$ cat config.mk
export PLATFORM = sky130hd
export DESIGN_NAME = game_controller
export DESIGN_NICKNAME = d
export VERILOG_FILES = /design/src/rtl/game_controller.sv
export SDC_FILE = /design/constraint.sdc
export NUM_CORES = 1
export LEC_CHECK = 0
export CORE_MARGIN = 5
export CORE_UTILIZATION = 55
export CTS_BUF_LIST = sky130_fd_sc_hd__clkbuf_8
export DETAILED_ROUTE_END_ITERATION = 16
export PLACE_DENSITY = 0.83
export SLEW_MARGIN = 15
export SYNTH_ARGS = -nofsm -noshare
export SYNTH_HDL_FRONTEND = slang
export SYNTH_SLANG_ARGS = --single-unit
$ cat constraint.sdc
create_clock -name clk -period 1.85 [get_ports clk]
set_input_delay 0.185 -clock clk [delete_from_list [all_inputs] [get_ports clk]]
set_output_delay 0.185 -clock clk [all_outputs]
set_load 0.02 [all_outputs]
$ cat src/rtl/game_controller.sv
// Memory game round controller: shows an LFSR-derived BCD target,
// collects four user digits, then reports the result and streak.
module game_controller #(
  parameter int          SHOW_TICKS   = 8,
  parameter int          RESULT_TICKS = 8,
  parameter logic [15:0] LFSR_SEED    = 16'hACE1
) (
  input  logic        clk,
  input  logic        rst,
  input  logic        startBtn,
  input  logic        blinkTick,
  input  logic        digitValid,
  input  logic [3:0]  digitIn,
  output logic        displayPhase,
  output logic [15:0] randInt,
  output logic [15:0] userInput,
  output logic        inputReady,
  output logic        correct,
  output logic [7:0]  streak
);

  localparam int MAXT = (SHOW_TICKS > RESULT_TICKS) ?
                        SHOW_TICKS : RESULT_TICKS;
  localparam int CW   = (MAXT > 1) ? $clog2(MAXT) : 1;

  localparam logic [CW-1:0] SHOW_LAST = CW'(SHOW_TICKS - 1);
  localparam logic [CW-1:0] RES_LAST  = CW'(RESULT_TICKS - 1);

  typedef enum logic [1:0] {
    S_IDLE,
    S_SHOW,
    S_INPUT,
    S_RESULT
  } state_t;

  state_t        r_state;
  state_t        w_state_nxt;
  logic [CW-1:0] r_tick;
  logic [CW-1:0] w_tick_nxt;
  logic [1:0]    r_dcnt;
  logic [1:0]    w_dcnt_nxt;
  logic [15:0]   r_lfsr;
  logic [15:0]   w_lfsr_nxt;
  logic          w_fb;
  logic [15:0]   w_target;
  logic [15:0]   w_shift;
  logic          w_digit_ok;

  logic          r_disp;
  logic          w_disp_nxt;
  logic [15:0]   r_rand;
  logic [15:0]   w_rand_nxt;
  logic [15:0]   r_user;
  logic [15:0]   w_user_nxt;
  logic          r_ready;
  logic          w_ready_nxt;
  logic          r_correct;
  logic          w_correct_nxt;
  logic [7:0]    r_streak;
  logic [7:0]    w_streak_nxt;

  // Fold a raw nibble into a decimal digit (10..15 -> 0..5).
  function automatic logic [3:0] f_bcd(input logic [3:0] n);
    f_bcd = (n > 4'd9) ? (n - 4'd10) : n;
  endfunction

  // Fibonacci LFSR for x^16+x^14+x^13+x^11+1, shifting right.
  always_comb begin
    w_fb       = r_lfsr[0] ^ r_lfsr[2] ^ r_lfsr[3] ^ r_lfsr[5];
    w_lfsr_nxt = {w_fb, r_lfsr[15:1]};
  end

  // Candidate target and the user value after one more digit.
  always_comb begin
    w_target   = {f_bcd(r_lfsr[15:12]), f_bcd(r_lfsr[11:8]),
                  f_bcd(r_lfsr[7:4]),   f_bcd(r_lfsr[3:0])};
    w_shift    = {r_user[11:0], digitIn};
    w_digit_ok = digitValid && (digitIn <= 4'd9);
  end

  // Next-state and registered-output logic for the round FSM.
  always_comb begin
    w_state_nxt   = r_state;
    w_tick_nxt    = r_tick;
    w_dcnt_nxt    = r_dcnt;
    w_disp_nxt    = r_disp;
    w_rand_nxt    = r_rand;
    w_user_nxt    = r_user;
    w_ready_nxt   = r_ready;
    w_correct_nxt = r_correct;
    w_streak_nxt  = r_streak;
    unique case (r_state)
      S_IDLE: begin
        if (startBtn) begin
          w_state_nxt = S_SHOW;
          w_rand_nxt  = w_target;
          w_tick_nxt  = '0;
          w_disp_nxt  = 1'b1;
        end
      end
      S_SHOW: begin
        if (blinkTick) begin
          if (r_tick == SHOW_LAST) begin
            w_state_nxt = S_INPUT;
            w_disp_nxt  = 1'b0;
            w_user_nxt  = '0;
            w_dcnt_nxt  = '0;
            w_tick_nxt  = '0;
          end else begin
            w_tick_nxt = r_tick + CW'(1);
          end
        end
      end
      S_INPUT: begin
        if (w_digit_ok) begin
          w_user_nxt = w_shift;
          if (r_dcnt == 2'd3) begin
            w_state_nxt   = S_RESULT;
            w_dcnt_nxt    = '0;
            w_tick_nxt    = '0;
            w_ready_nxt   = 1'b1;
            w_correct_nxt = (w_shift == r_rand);
            if (w_shift == r_rand) begin
              w_streak_nxt = (r_streak == 8'hFF) ?
                             8'hFF : (r_streak + 8'd1);
            end else begin
              w_streak_nxt = '0;
            end
          end else begin
            w_dcnt_nxt = r_dcnt + 2'd1;
          end
        end
      end
      S_RESULT: begin
        // A restart beats a simultaneous final tick.
        if (startBtn) begin
          w_state_nxt   = S_SHOW;
          w_rand_nxt    = w_target;
          w_tick_nxt    = '0;
          w_disp_nxt    = 1'b1;
          w_ready_nxt   = 1'b0;
          w_correct_nxt = 1'b0;
          w_user_nxt    = '0;
        end else if (blinkTick) begin
          if (r_tick == RES_LAST) begin
            w_state_nxt   = S_IDLE;
            w_tick_nxt    = '0;
            w_ready_nxt   = 1'b0;
            w_correct_nxt = 1'b0;
            w_user_nxt    = '0;
          end else begin
            w_tick_nxt = r_tick + CW'(1);
          end
        end
      end
    endcase
  end

  // State, counters, LFSR and outputs; reset discards the round.
  always_ff @(posedge clk) begin
    if (rst) begin
      r_state   <= S_IDLE;
      r_tick    <= '0;
      r_dcnt    <= '0;
      r_lfsr    <= LFSR_SEED;
      r_disp    <= 1'b0;
      r_rand    <= '0;
      r_user    <= '0;
      r_ready   <= 1'b0;
      r_correct <= 1'b0;
      r_streak  <= '0;
    end else begin
      r_state   <= w_state_nxt;
      r_tick    <= w_tick_nxt;
      r_dcnt    <= w_dcnt_nxt;
      r_lfsr    <= w_lfsr_nxt;
      r_disp    <= w_disp_nxt;
      r_rand    <= w_rand_nxt;
      r_user    <= w_user_nxt;
      r_ready   <= w_ready_nxt;
      r_correct <= w_correct_nxt;
      r_streak  <= w_streak_nxt;
    end
  end

  assign displayPhase = r_disp;
  assign randInt      = r_rand;
  assign userInput    = r_user;
  assign inputReady   = r_ready;
  assign correct      = r_correct;
  assign streak       = r_streak;

endmodule

==> flow_summary.ini, run 1 <==
[logic_synthesis]
synth_async_sr_flop_share_pct = 0
synth_xor_area_share_pct = 5.584
syn-cell-area_um2 = 3137
synthAdderAreaFrac_pct = 5.185
synth_edf_count = 0
synth_top_family_by_area = compound AO/OA/AOI/OAI gates
synthCells = 355
netlist-cell-type-count = 49
mappedNetlistNets = 377
synth_seq_cells = 66
ys_seq_area_share_pct = 42.12
yosysWarnings = 0
synth_compound_area_share_pct = 21.38
synth-main-ff-cell = dfxtp_1
syn_area_per_cell_um2 = 8.836
yosys.area_share.simple_pct = 20.82
muxShareOfSynthArea_pct = 0.9573

[floorplanning]
rows = 27
die_area_um2 = 7314
start_util_pct = 56.62
io_pins = 52
core_region_area_um2 = 5540
die_width_um = 85.52
die_y_um = 85.52

[sta]
rsz0062_at_grt = false
hold_viol_final = 0
period_needed_ns = 1.694
drv_slew = 0
fin_setup_tns_ns = 0
tightest_slew_ns = 0.4514
setup_viol = 0
skew_ns = 0.006249
max-slew-margin-rel_pct = 69.84
post-route-period-util_pct = 91.57
timing.fmax_ghz = 0.5903

[clocking]
cts_sinks = 66
clkSlewWorstSetupHoldPaths_ns = 0.07
cts_tree = done
clock_path_buffers = 2
hold_buffers = 0
cts_setup_buffers = 0
cts_root_buf = clkbuf_8
clkLatencyLatePin_ns = 0.34
cts_buffers = 9
htree_num_levels = 3

[grt]
grt_first_pass_wirelength_mm = 12.81
antenna_found_initial = 0
grt_pass1_vias = 2640
grt.total_usage_pct = 21.81
grt-ovfl-total = 0
grt_max_degree = 53

[place]
dp.final_hpwl_mm = 5.308
port_buffers = 51
gp_congestion = 0.8418

[final_layout]
final.fill_count = 428
drive_gt1_share_pct = 13.48
layout_common_cells = dfxtp_1, clkdlybuf4s50_1, nand2_1
layout_commonest_cell = dfxtp_1
insertedDiodeCount = 0
num-nets-final = 440
area_growth_pct = 29.08

[hold_path]
worstHoldStart = rst
holdPathEnd = r_lfsr[1]$_SDFF_PP0_
worstHoldPathType = in2reg
min_path_cells = 3

[run]
cap_violations = 0

[setup_path]
crit_family = simple AND/OR/NAND/NOR gates
slowest_delay_ns = 0.49
cp.arrival_ns = 1.97
crit_fanout = 5
slowest_stage = or4_1
ff2ff_path_depth = 6
cp-end-kind = flip-flop
cp_num_buf_inv = 1
r2r_start = r_state[1]$_SDFFE_PP0P_
worstPathCellList = inv_1, ha_1, a21bo_2, o21ai_0, or4_1, a21oi_1
r2r_end = r_dcnt[0]$_SDFFE_PP0P_
crit_type = reg2reg
ff2ff_setup_slack_ns = 0.16
start_kind = flip-flop
worstPathRequired_ns = 2.12

[power]
finalPower_mw = 4.427
power_density_nw_per_um2 = 1093
leakagePower_nw = 1.567
ir_drop_mv = 0.8037

[drt]
dr.pass1.iters = 4
ant_nets = 0
routed_wl_mm = 7.723
via_per_inst = 5.663
dr_total_vias = 2803
drt-initial-drc-count = 168
wl_per_cell_um = 15.60
drc = 0

[status]
outcome = finished clean
==> cell families (layout without fill, tap and decap cells) <==
group	count (synthesis)	count (layout)
xor gates and xnor gates	20	20
muxes	3	3
AOI/OAI and AO/OA	108	108
DFF	66	66
adders and majority gates	13	13
buffers and inverters	29	97
and+or+nand+nor	116	116
==> worst max-delay path by stage <==
| stage | start | endpoint | slack (ns) | cells after the start |
|---|---|---|---|---|
| after floorplan | r_state[0]$_SDFFE_PP0P_ | r_dcnt[0]$_SDFFE_PP0P_ | 0.20 | 7 |
| after global placement | digitIn[2] | streak[6]$_SDFFE_PP0P_ | -0.03 | 5 |
| after detailed placement | digitIn[2] | r_dcnt[0]$_SDFFE_PP0P_ | -0.07 | 5 |
| after CTS | r_state[0]$_SDFFE_PP0P_ | randInt[0]$_SDFFE_PP0P_ | 0.03 | 6 |
| after global routing | r_state[1]$_SDFFE_PP0P_ | r_dcnt[0]$_SDFFE_PP0P_ | 0.009 | 6 |
| final | r_state[1]$_SDFFE_PP0P_ | r_dcnt[0]$_SDFFE_PP0P_ | 0.16 | 6 |
==> tightest hold or removal path: cells and delay by family <==
kind / cells / cell delay [ns]
AND/OR/NAND/NOR: 1 / 0.10
buffers and inverters: 2 / 0.30
==> flip-flops by register name, indices dropped and copies added (netlist names) <==
signal and cells:
r_state 2, correct 1, r_tick 3, r_dcnt 2, r_lfsr 16, displayPhase 1, inputReady 1, streak 8
randInt 16, userInput 16
==> cell usage after synthesis, types with 4 or more instances <==
library cell / number / area, µm²
a211oi_1: 6 / 45.04
a21oi_1: 43 / 215.2
clkbuf_1: 10 / 37.54
dfxtp_1: 66 / 1321
ha_1: 13 / 162.7
inv_1: 11 / 41.29
nand2_1: 44 / 165.2
nand2b_1: 5 / 31.28
nand3_1: 17 / 85.08
nor2_1: 19 / 71.32
nor2b_1: 6 / 37.54
nor4_4: 4 / 85.08
o211ai_1: 5 / 37.54
o21ai_0: 29 / 145.1
o31ai_1: 7 / 52.55
or2_2: 5 / 31.28
xor2_1: 18 / 157.7
==> through the flow <==
step / instances / util (%) / hold WS (ns) / area, µm² / setup slack, ns
global placement: 479 / 68.99 / 0.4295 / 3822 / -0.03189
finish: 495 / 73.08 / 0.2948 / 4049 / 0.1559
CTS: 495 / 72.83 / 0.2777 / 4035 / 0.02603
global route: 495 / 73.08 / 0.3095 / 4049 / 0.009195
detailed placement: 479 / 68.99 / 0.4433 / 3822 / -0.07079
floorplan: 355 / - / 0.3210 / 3137 / 0.2040
==> power breakdown <==
part	internal (mW)	total (mW)	switching, mW
Clock	0.688	1.23	0.543
Sequential	1.56	1.71	0.143
Combinational	0.660	1.49	0.829
Total	2.91	4.43	1.52
==> what timing repair did <==
item                                    4_1_cts  5_1_grt
gates resized for setup                       1        5
pin swaps                                     0        0
endpoints found under the setup margin        5       26
==> layer usage <==
metal	wire, µm	up-vias	track usage, %	share of wire [%]
met4	144	0	8.201	1.9
met3	361	12	4.131	4.7
met2	3739	81	35.81	48
li1	-	1384	-	-
met1	3478	1326	28.44	45
met5	0	-	0	0
==> cell type report <==
type | count | area, µm² | share of cell area (%)
Multi-Input combinational cell | 260 | 1713 | 42.31
Tap cell | 72 | 90.09 | 2.225
Clock buffer | 11 | 151.4 | 3.739
Inverter | 13 | 48.80 | 1.205
Sequential cell | 66 | 1321 | 32.63
Timing Repair Buffer | 68 | 670.6 | 16.56
Clock inverter | 5 | 53.80 | 1.329
Note: power is estimated with default switching activity, not from simulation.
==> inputs of run 2 (changes only) <==
--- a/config.mk
+++ b/config.mk
@@ -8,6 +8,7 @@
 export CORE_MARGIN = 5
 export CORE_UTILIZATION = 55
 export CTS_BUF_LIST = sky130_fd_sc_hd__clkbuf_8
+export CTS_CLUSTER_DIAMETER = 60
 export DETAILED_ROUTE_END_ITERATION = 16
 export PLACE_DENSITY = 0.83
 export SLEW_MARGIN = 15
==> results of run 2 <==
Final layout, timing and power as in run 1 (identical DEF).
